$ cat src/rtl/serial_adder_ctrl.sv
// serial_adder_ctrl: feeds a bit-serial adder LSB-first from a parallel
// operand handshake and reassembles the registered serial sum into a
// WIDTH+1-bit parallel result. Every output comes directly from a register.
module serial_adder_ctrl #(
    parameter int unsigned WIDTH = 8
) (
    input  logic             clk,
    input  logic             reset,
    input  logic             in_valid,
    output logic             in_ready,
    input  logic [WIDTH-1:0] op_a,
    input  logic [WIDTH-1:0] op_b,
    input  logic             op_cin,
    output logic             ser_a,
    output logic             ser_b,
    output logic             ser_cin,
    output logic             ser_reset,
    input  logic             ser_s,
    output logic             out_valid,
    input  logic             out_ready,
    output logic [WIDTH:0]   sum
);

    localparam int unsigned   CW       = $clog2(WIDTH + 1);
    localparam logic [CW-1:0] LAST_BIT = CW'(WIDTH);

    typedef enum logic [1:0] {
        IDLE,
        SHIFT,
        DRAIN,
        DONE
    } state_t;

    state_t           state_q, state_d;
    logic [WIDTH-1:0] a_sh_q, a_sh_d;
    logic [WIDTH-1:0] b_sh_q, b_sh_d;
    logic [CW-1:0]    cnt_q, cnt_d;
    logic [WIDTH:0]   sum_q, sum_d;
    logic             in_ready_q, in_ready_d;
    logic             out_valid_q, out_valid_d;
    logic             ser_a_q, ser_a_d;
    logic             ser_b_q, ser_b_d;
    logic             ser_cin_q, ser_cin_d;
    logic             ser_reset_q, ser_reset_d;

    // State and all output registers, cleared asynchronously to the idle state
    always_ff @(posedge clk or posedge reset) begin
        if (reset) begin
            state_q     <= IDLE;
            a_sh_q      <= '0;
            b_sh_q      <= '0;
            cnt_q       <= '0;
            sum_q       <= '0;
            in_ready_q  <= 1'b1;
            out_valid_q <= 1'b0;
            ser_a_q     <= 1'b0;
            ser_b_q     <= 1'b0;
            ser_cin_q   <= 1'b0;
            ser_reset_q <= 1'b1;
        end else begin
            state_q     <= state_d;
            a_sh_q      <= a_sh_d;
            b_sh_q      <= b_sh_d;
            cnt_q       <= cnt_d;
            sum_q       <= sum_d;
            in_ready_q  <= in_ready_d;
            out_valid_q <= out_valid_d;
            ser_a_q     <= ser_a_d;
            ser_b_q     <= ser_b_d;
            ser_cin_q   <= ser_cin_d;
            ser_reset_q <= ser_reset_d;
        end
    end

    // Next-state and next-output logic; bits are presented one cycle ahead
    // of the state they belong to because every output is registered
    always_comb begin
        state_d     = state_q;
        a_sh_d      = a_sh_q;
        b_sh_d      = b_sh_q;
        cnt_d       = cnt_q;
        sum_d       = sum_q;
        in_ready_d  = in_ready_q;
        out_valid_d = out_valid_q;
        ser_a_d     = ser_a_q;
        ser_b_d     = ser_b_q;
        ser_cin_d   = ser_cin_q;
        ser_reset_d = ser_reset_q;

        unique case (state_q)
            IDLE: begin
                ser_a_d     = 1'b0;
                ser_b_d     = 1'b0;
                ser_reset_d = 1'b1;
                in_ready_d  = 1'b1;
                if (in_valid && in_ready_q) begin
                    // Bit 0 goes straight out; the shifters keep the rest and
                    // backfill zeros so bit WIDTH is presented as 0.
                    ser_a_d     = op_a[0];
                    ser_b_d     = op_b[0];
                    a_sh_d      = {1'b0, op_a[WIDTH-1:1]};
                    b_sh_d      = {1'b0, op_b[WIDTH-1:1]};
                    ser_cin_d   = op_cin;
                    ser_reset_d = 1'b0;
                    in_ready_d  = 1'b0;
                    cnt_d       = '0;
                    state_d     = SHIFT;
                end
            end
            SHIFT: begin
                // The adder's sum for bit k appears one cycle after bit k,
                // so capture starts in the second SHIFT cycle.
                if (cnt_q != '0) begin
                    sum_d = {ser_s, sum_q[WIDTH:1]};
                end
                if (cnt_q == LAST_BIT) begin
                    ser_a_d = 1'b0;
                    ser_b_d = 1'b0;
                    state_d = DRAIN;
                end else begin
                    ser_a_d = a_sh_q[0];
                    ser_b_d = b_sh_q[0];
                    a_sh_d  = {1'b0, a_sh_q[WIDTH-1:1]};
                    b_sh_d  = {1'b0, b_sh_q[WIDTH-1:1]};
                    cnt_d   = cnt_q + 1'b1;
                end
            end
            DRAIN: begin
                // Final capture: the carry-out bit
                sum_d       = {ser_s, sum_q[WIDTH:1]};
                ser_a_d     = 1'b0;
                ser_b_d     = 1'b0;
                ser_reset_d = 1'b1;
                out_valid_d = 1'b1;
                state_d     = DONE;
            end
            DONE: begin
                ser_reset_d = 1'b1;
                if (out_valid_q && out_ready) begin
                    out_valid_d = 1'b0;
                    in_ready_d  = 1'b1;
                    state_d     = IDLE;
                end
            end
            default: begin
                state_d = IDLE;
            end
        endcase
    end

    assign in_ready  = in_ready_q;
    assign out_valid = out_valid_q;
    assign ser_a     = ser_a_q;
    assign ser_b     = ser_b_q;
    assign ser_cin   = ser_cin_q;
    assign ser_reset = ser_reset_q;
    assign sum       = sum_q;

endmodule

$ cat config.mk
export PLATFORM = sky130hd
export DESIGN_NAME = serial_adder_ctrl
export DESIGN_NICKNAME = d
export VERILOG_FILES = /design/src/rtl/serial_adder_ctrl.sv
export SDC_FILE = /design/constraint.sdc
export NUM_CORES = 1
export LEC_CHECK = 0
export ABC_AREA = 1
export CAP_MARGIN = 0
export CORE_MARGIN = 2
export CORE_UTILIZATION = 55
export CTS_CLUSTER_DIAMETER = 80
export DETAILED_ROUTE_END_ITERATION = 12
export PLACE_DENSITY = 0.83
export SLEW_MARGIN = 10
export SYNTH_ARGS = -nofsm -noshare
export SYNTH_HDL_FRONTEND = slang
export SYNTH_SLANG_ARGS = --single-unit
$ cat constraint.sdc
create_clock -name clk -period 2.5 [get_ports clk]
set_input_delay 0.25 -clock clk [delete_from_list [all_inputs] [get_ports clk]]
set_output_delay 0.25 -clock clk [all_outputs]
set_load 0.03 [all_outputs]
==> flow_results.org, run 1 <==
** Critical path
- Number of buffer and inverter instances along the worst setup path :: 2
- STA classifies the critical path startpoint as a flop.
- Launching point of the worst reg2reg path :: state_q[1]$_DFFE_PP0P_
- Setup slack on the worst flop-to-flop path :: 0.45 ns
- Kind of end point of the critical path :: flop
- For the worst setup path, the data arrival time is 2.26 ns.
- Required time of the critical path :: 2.71 ns
- Series of cell instances along the critical path :: inv_1 -> ha_1 -> inv_2 -> nand2_4 -> nand3_4 -> nand2_1 -> o21ai_2
- The critical path is of the flop to flop type.
- Largest delay contributor family on the critical path :: simple AND/OR/NAND/NOR gates
- Endpoint of the worst-slack reg-to-reg timing path :: b_sh_q[4]$_DFFE_PP0P_
- Largest fanout on the critical path :: 33
- Path depth of the worst reg2reg path :: 7
- Highest cell delay on the worst timing path :: 0.43 ns
- The slowest stage of the critical path belongs to the cell sky130_fd_sc_hd__dfrtp_1.

** Timing
- Final-layout setup total negative slack :: 0 ns
- The number of hold violations in the final report was 0.
- At the pin with the least slew margin, the transition time is 0.436 ns.
- The max-slew violation count is 0.
- F_max :: 0.487 GHz
- Setup repair after global routing left no endpoint under its margin.
- Final Setup Violations :: 0
- Portion of the clock cycle consumed by the worst path in the final layout :: 82.1%
- Worst clock skew on the final layout :: 0.0179 ns
- Final Critical Period :: 2.05 ns
- Headroom to the max-slew limit came out at 70.9%.

** Route
- After detailed routing, the average wire length per cell comes to 11.2 µm.
- Detailed routing inserted a total of 1,433 vias.
- DRC violations left :: 0
- WL final :: 3.21 mm
- Using the TritonRoute via totals, the vias-per-cell ratio works out to 4.99.
- The first routing iteration left 76 violations.
- Number of search-and-repair iterations in the first detailed-routing pass :: 4
- Remaining antenna violation count :: 0

** Pwr
- Combinational Power Share :: 55.9%
- P_leak :: 1.04 nW
- Clk pwr share :: 10.8%
- Cell Pwr Density :: 1290 mW/mm²
- Of the total power, the share spent switching nets is 46.2%.
- Internal power comes to 1.58 mW.
- Switching power :: 1.36 mW
- Sequential cells account for 33.2% of the total power.
- Across the VDD grid, the largest voltage drop is 500 µV.

** GRT
- Global-route met2 utilization :: 32.3%
- met2 is the most crowded layer.
- The first global-routing pass estimated 5.35 mm of wire.
- Total global routing overflow :: 0
- For this run, global-route usage on met3 was measured as 5.59%.
- GRT Util Overall :: 18.9%
- Entering global routing, the biggest net connects 36 pins.
- Met1 GRT Util :: 23.2%
- The via count of the first global-routing pass came to 1,285.
- The number of antenna violations at the first check in global routing came to 0.

** Clock network
- Counting the buffers created by CTS gives 5.
- Post-CTS sizing :: 0
- Post-CTS timing repair inserted 0 buffers for setup.
- The H-tree was split into 2 levels.
- The cell sitting at the root of the clock tree is a sky130_fd_sc_hd__clkbuf_4.
- Clk sinks :: 35
- TritonCTS clock tree :: built
- Hold-fix buffers, CTS :: 0
- Clock transition at the registers of the reported paths :: 0.12 ns
- The clock passes through at most 2 buffers.
- For the worst-skew pair, the clock arrives at the later sink with an insertion delay of 0.34 ns.

** Die
- In this run the standard cell core region covers 0.00328 mm².
- Number of placed I/O pins :: 37
- The floorplan step defined a die boundary enclosing 0.00384 mm².
- The floorplan has 21 rows.
- The die is 62.0 µm wide.
- The die is 62.0 µm tall.
- For this configuration, the core starts out at a cell density of 56.3%.

** Synthesis
- Largest area contributor in the netlist :: sky130_fd_sc_hd__dfrtp_1
- After synthesis, the cell types taking the most area are sky130_fd_sc_hd__dfrtp_1 (45%), sky130_fd_sc_hd__nand2_1 (11%), sky130_fd_sc_hd__o21ai_2 (7.6%).
- Sequential fraction of the synthesis area :: 47.5%
- Count of state elements after synthesis :: 35
- In the synthesized netlist, the number of instances is 201.
- Cell area after synthesis :: 0.00185 mm²
- Yosys printed 0 warnings.
- When the netlist entered floorplanning its net count stood at 230.
- Mean instance size in the synthesized netlist :: 9.20 µm²
- The share of synthesized area in the top cell type comes to 44.7%.
- The number of different library cells used by synthesis comes to 26.

** Worst hold path
- In this run the worst hold path is classified as input port to asynchronous set/reset pin.

** Placement
- The wire-length estimate of the detail-placed layout is 2.30 mm.
- RePlAce Congestion :: 0.845
- Port buffering added 36 buffers.

** Final layout
- Fillers :: 278
- Layout Nets :: 269
- Share of post-route cells with drive strength above 1 :: 18.3%
- 0 antenna diodes ended up in the layout.
- Utilization after layout :: 69.4%
- Area delta synth->final :: 23.2%

** Job
- Across the run, the number of max-cap violations was 0.

** Status
- Run status :: finished clean
[cell usage after synthesis, drive strengths merged]
| library cell | count |
|---|---|
| a21oi | 2 |
| a22oi | 1 |
| buf | 5 |
| clkbuf | 1 |
| dfrtp | 33 |
| dfstp | 2 |
| ha | 7 |
| inv | 12 |
| nand2 | 59 |
| nand3 | 15 |
| nand3b | 2 |
| nand4 | 6 |
| nor2 | 7 |
| nor3 | 1 |
| o21ai | 35 |
| or2 | 12 |
| xnor2 | 1 |
[power groups by stage]
stage	registers [mW]	clock network [mW]	logic [mW]
finish	0.978	0.319	1.65
global route	1.01	0.356	1.85
CTS	0.980	0.328	1.66
detailed placement	0.991	0	1.66
global placement	0.985	0	1.62
floorplan	1.14	0	1.19
[final cells by class]
type,count,area (µm²),share of cell area [%]
Sequential cell,35,878,38.6
Multi-Input combinational cell,148,862,37.8
Timing Repair Buffer,38,375,16.5
Tap cell,46,57.6,2.53
Clock buffer,7,55.1,2.42
Inverter,12,45.0,1.98
Clock inverter,1,5.00,0.220
[how the worst max path moves through the flow]
| stage | start | cells past startpoint | to |
|---|---|---|---|
| final | state_q[1]$_DFFE_PP0P_ | 7 | b_sh_q[4]$_DFFE_PP0P_ |
| after global routing | state_q[1]$_DFFE_PP0P_ | 7 | b_sh_q[2]$_DFFE_PP0P_ |
| after CTS | state_q[1]$_DFFE_PP0P_ | 7 | b_sh_q[0]$_DFFE_PP0P_ |
| after detailed placement | state_q[1]$_DFFE_PP0P_ | 7 | b_sh_q[0]$_DFFE_PP0P_ |
| after global placement | state_q[1]$_DFFE_PP0P_ | 7 | a_sh_q[1]$_DFFE_PP0P_ |
| after floorplan | state_q[1]$_DFFE_PP0P_ | 7 | b_sh_q[0]$_DFFE_PP0P_ |
[stage by stage]
stage,setup WS (ns),total power [mW],area (µm²),hold WS [ns],std cells
final,0.448,2.94,2280,0.284,287
after global routing,0.252,3.22,2280,0.343,287
after floorplan,1.10,2.33,1850,0.367,201
after global placement,0.557,2.60,2220,0.454,279
after detailed placement,0.479,2.65,2220,0.458,279
after CTS,0.439,2.97,2280,0.295,287
[logic make-up (layout without fill, tap and decap cells)]
group / count (synthesis) / after routing / share of synthesized area (%)
XOR/XNOR: 1 / 1 / 0.474
AND/OR/NAND/NOR: 102 / 102 / 27.7
adder cells (fa/ha/maj): 7 / 7 / 4.74
buffers and inverters: 18 / 58 / 5.89
flip-flops: 35 / 35 / 47.5
AO/OA/AOI/OAI: 38 / 38 / 13.7
[layout by cell type, fill, tap and decap left out, types with 2 or more instances in the layout]
cell                              netlist  routed
sky130_fd_sc_hd__nand2_1               55      55
sky130_fd_sc_hd__clkdlybuf4s50_1        0      36
sky130_fd_sc_hd__dfrtp_1               33      33
sky130_fd_sc_hd__o21ai_0               17      17
sky130_fd_sc_hd__o21ai_2               16      16
sky130_fd_sc_hd__nand3_1               14      14
sky130_fd_sc_hd__inv_1                  9       9
sky130_fd_sc_hd__nor2_1                 7       7
sky130_fd_sc_hd__or2_2                  7       7
sky130_fd_sc_hd__ha_1                   7       7
sky130_fd_sc_hd__or2_1                  5       5
sky130_fd_sc_hd__clkbuf_4               0       5
sky130_fd_sc_hd__nand4_1                4       4
sky130_fd_sc_hd__inv_2                  3       3
sky130_fd_sc_hd__nand2_2                3       3
sky130_fd_sc_hd__nand4_4                2       2
sky130_fd_sc_hd__nand3b_1               2       2
sky130_fd_sc_hd__a21oi_1                2       2
sky130_fd_sc_hd__o21ai_1                2       2
sky130_fd_sc_hd__dfstp_2                2       2
sky130_fd_sc_hd__buf_4                  0       2
[registers in the layout, summed over array words and instances (netlist names)]
register / cells
ser_reset: 1
in_ready: 1
state_q: 2
sum: 9
out_valid: 1
a_sh_q: 7
b_sh_q: 7
ser_a: 1
ser_b: 1
ser_cin: 1
cnt_q: 4
[worst min-delay path: stages]
cell	delay [ns]
sky130_fd_sc_hd__clkdlybuf4s50_1	0.39
sky130_fd_sc_hd__inv_1	0.05
sky130_fd_sc_hd__buf_4	0.37
[layer usage]
metal,share of wire [%],vias to the layer above
met2,48,41
met4,1.0,0
met3,4.4,4
met5,0,-
li1,-,741
met1,46,647
No activity file was read; power rests on OpenSTA's default activity.
==> run 2: changes to the inputs <==
--- a/config.mk
+++ b/config.mk
@@ -8,10 +8,10 @@
 export ABC_AREA = 1
 export CAP_MARGIN = 0
 export CORE_MARGIN = 2
-export CORE_UTILIZATION = 55
+export CORE_UTILIZATION = 51
 export CTS_CLUSTER_DIAMETER = 80
 export DETAILED_ROUTE_END_ITERATION = 12
-export PLACE_DENSITY = 0.83
+export PLACE_DENSITY = 0.78
 export SLEW_MARGIN = 10
 export SYNTH_ARGS = -nofsm -noshare
 export SYNTH_HDL_FRONTEND = slang
==> constraint.sdc (replaced) <==
create_clock -name clk -period 2.1 [get_ports clk]
set_input_delay 0.21 -clock clk [delete_from_list [all_inputs] [get_ports clk]]
set_output_delay 0.21 -clock clk [all_outputs]
set_load 0.03 [all_outputs]
==> run 2 against run 1 <==
Against the previous run: final area is 0.11% lower; critical path depth is 6 lower; largest cell class unchanged; highest routed layer unchanged; setup slack worse by 0.17 ns; clock-buffer cell count stayed put; first-iteration DRC count is 37% lower.
==> flow_results.org, run 2 (synthesis results as in run 1) <==
** Die
- The area of the core region was 0.00342 mm² (+4.0%).
- The cell row count came to 21 (unchanged).
- Horizontal die dimension :: 64.2 µm (+3.6%)
- Effective utilization at floorplan :: 54.1% (-2.2 points)
- The height of the die is 64.2 µm (+3.6%).
- Area of the die :: 0.00412 mm² (+7.3%)
- Number of placed I/O pins :: 37 (unchanged)

** Route
- WL final :: 3.27 mm (+1.7%)
- WL/cell :: 11.3 µm (+1.3%)
- The remaining routing DRC violations is 0 (unchanged).
- The number of detailed-routing iterations run before antenna repair was 4 (unchanged).
- Met2 wire len :: 1.52 mm (-1.6%)
- Remaining antenna violation count :: 0 (unchanged)
- Met3 WL :: 142 µm (+0.71%)
- The vias per cell was 5.04 (+0.90%).
- Signal routing reaches up to met4.
- Wire length on met1 :: 1.53 mm (+2.8%)
- The first-iteration detailed-routing DRC count is 48 (-37%).
- Number of vias after detailed routing :: 1,451 (+1.3%)

** Pwr
- The clock group share of total power came to 10.0% (-0.8 points).
- The internal portion of total power is 1.86 mW (+18%).
- The part of the power in registers was 33.7% (+0.5 points).
- P_leak :: 1.04 nW (about the same)
- Fraction of power spent switching nets :: 46.4% (+0.17 points)
- Switching power :: 1.61 mW (+19%)
- Combinational Power Share :: 56.3% (+0.4 points)
- Cell Pwr Density :: 1530 mW/mm² (+18%)
- The total power of the final layout came to 3.48 mW (+18%).
- Maximum resistive drop on vdd :: 635 µV (+27%)

** Timing
- The smallest hold slack came to 0.251 ns (-0.0335 ns).
- The number of hold violations in the final report is 0 (unchanged).
- The worst max-slew margin expressed relative to the limit came to 71.3% (+0.37 points).
- Final-layout setup total negative slack :: 0 ns (unchanged)
- Worst clock skew on the final layout :: 0.00945 ns (-0.00845 ns)
- Actual slew at the worst max-slew pin :: 0.430 ns (-0.00556 ns)
- Final Critical Period :: 1.82 ns
- Setup repair after global routing missed its margin :: false
- Dividing the final minimum period by the clock period gives 86.6%.
- Number of max-slew violations in the final report :: 0 (unchanged)
- Final Setup Violations :: 0 (unchanged)
- Slack of the critical path :: 0.281 ns (-0.167 ns)
- Static timing analysis puts the maximum clock frequency at 0.550 GHz.

** GRT
- The total grt overflow was 0 (unchanged).
- The number of antenna violations at the first check in global routing came to 0 (unchanged).
- First-pass GRT wire length :: 6.07 mm (+13%)
- Vias in the first global route :: 1,421 (+11%)
- The pin count of the biggest net entering global routing is 36 (unchanged).
- The overall routing resource usage came to 19.0% (+0.092 points).

** Final layout
- The library cells used most frequently in the layout, excluding fill and tap cells, are sky130_fd_sc_hd__nand2_1 (55), sky130_fd_sc_hd__clkdlybuf4s50_1 (36), sky130_fd_sc_hd__dfrtp_1 (33).
- Layout Nets :: 270 (+0.37%)
- The post-layout utilization of the core came to 66.6% (-2.7 points).
- Most common cell after layout, fill and taps aside :: sky130_fd_sc_hd__nand2_1
- Area delta synth->final :: 23.1%
- Max FFs per register :: 9 (unchanged)
- Share of post-route cells with drive strength above 1 :: 18.2% (-0.075 points)
- The antenna diode instance count came to 0 (unchanged).

** Job
- Reported max-cap violation count :: 0 (unchanged)

** Placement
- The placer's final routability congestion estimate came to 0.808 (-4.3%).
- The pre-CTS setup slack is 0.362 ns (-0.116 ns).
- # port buffers :: 36 (unchanged)
- The total half-perimeter wirelength after legalization and detailed placement is 2.34 mm (+1.8%).

** Critical path
- Among cell families on the critical path, the largest total delay comes from buffers and inverters.
- The largest individual stage delay along the critical path comes from the cell sky130_fd_sc_hd__clkdlybuf4s50_1.
- Worst Setup Path Type :: flop to output pin
- The worst setup path is captured at an output pin.
- Setup slack on the worst flop-to-flop path :: 0.35 ns (-0.10 ns)
- Largest fanout on the critical path :: 5 (-85%)
- The worst path buffer plus inverter count was 1 (-1).
- STA classifies the critical path startpoint as a flop.
- Required time of the critical path :: 1.89 ns (-0.82 ns)
- Highest cell delay on the worst timing path :: 0.68 ns (+0.25 ns)
- Series of cell instances along the critical path :: clkdlybuf4s50_1
- The arrival time at the worst endpoint was 1.61 ns (-0.65 ns).

** Clock network
- Clock latency reported for the late side of the worst-skew pair :: 0.34 ns (about the same)
- The number of sinks driven by the clock tree was 35 (unchanged).
- The number of H-tree levels was 2 (unchanged).
- TritonCTS built the clock tree.
- Clock tree synthesis selected as its root buffer the cell sky130_fd_sc_hd__clkbuf_4.
- Clock transition at the registers of the reported paths :: 0.11 ns (about the same)
- Num CTS Buffers :: 5 (unchanged)
- The setup fix buffers added after clock tree synthesis was 0 (unchanged).
- Hold-fix buffers, CTS :: 0 (unchanged)
- Post-CTS sizing :: 0 (unchanged)
- The largest buffer count on any clock path came to 2 (unchanged).

** Worst hold path
- Type of the most critical hold path :: input port to asynchronous set/reset pin

** Status
- Run status :: finished clean
-- run 2: worst register-to-register path: stages, from the launching register on --
cell and delay [ns]:
sky130_fd_sc_hd__dfrtp_1 0.41, sky130_fd_sc_hd__inv_1 0.09, sky130_fd_sc_hd__ha_1 0.23, sky130_fd_sc_hd__buf_4 0.19, sky130_fd_sc_hd__nand4_4 0.11, sky130_fd_sc_hd__nand3_4 0.33
sky130_fd_sc_hd__nand2_1 0.20, sky130_fd_sc_hd__o21ai_2 0.07
-- run 2: per-layer routing --
metal / global-route usage [%] / vias to the layer above
li1: - / 745
met5: 0 / -
met3: 4.40 / 7
met1: 24.2 / 665
met2: 30.7 / 34
met4: 8.78 / 0
-- run 2: power groups by stage --
stage,sequential (mW),combinational [mW],clock [mW]
after global routing,1.22,2.21,0.395
after floorplan,1.36,1.42,0
after detailed placement,1.19,1.98,0
after global placement,1.18,1.94,0
after CTS,1.17,1.99,0.360
final,1.17,1.96,0.349
-- run 2: worst paths after layout --
| path | from | end | depth (start not counted) |
|---|---|---|---|
| worst min register to register | ser_reset$_DFFE_PP1P_ | ser_reset$_DFFE_PP1P_ | 2 |
| max in group asynchronous | reset | in_ready$_DFFE_PP1P_ | 3 |
| worst max register to register | state_q[1]$_DFFE_PP0P_ | a_sh_q[0]$_DFFE_PP0P_ | 7 |
| worst min-delay path | reset | a_sh_q[3]$_DFFE_PP0P_ | 3 |
| worst max-delay path | in_ready$_DFFE_PP1P_ | in_ready | 1 |
| min in group clk | op_cin | ser_cin$_DFFE_PP0P_ | 3 |
-- run 2: final cells by class --
cell class / count / area, µm²
multi-input cells: 148 / 862
clock inverters: 1 / 5.00
repair buffers: 39 / 383
fillers: 293 / 1140
inverters: 12 / 45.0
clock buffers: 7 / 45.0
well taps: 46 / 57.6
flip-flops and latches: 35 / 878
-- run 2: metrics by stage --
step,area (µm²),cells
after floorplan,1850,201
after global placement,2230,280
after detailed placement,2230,280
after CTS,2280,288
after global routing,2280,288
final,2280,288
==> run 3: changes to the inputs <==
--- a/config.mk
+++ b/config.mk
@@ -12,7 +12,6 @@
 export CTS_CLUSTER_DIAMETER = 80
 export DETAILED_ROUTE_END_ITERATION = 12
 export PLACE_DENSITY = 0.78
-export SLEW_MARGIN = 10
 export SYNTH_ARGS = -nofsm -noshare
 export SYNTH_HDL_FRONTEND = slang
 export SYNTH_SLANG_ARGS = --single-unit
==> results of run 3 <==
The final DEF is identical to that of run 2; final timing and power are the same.
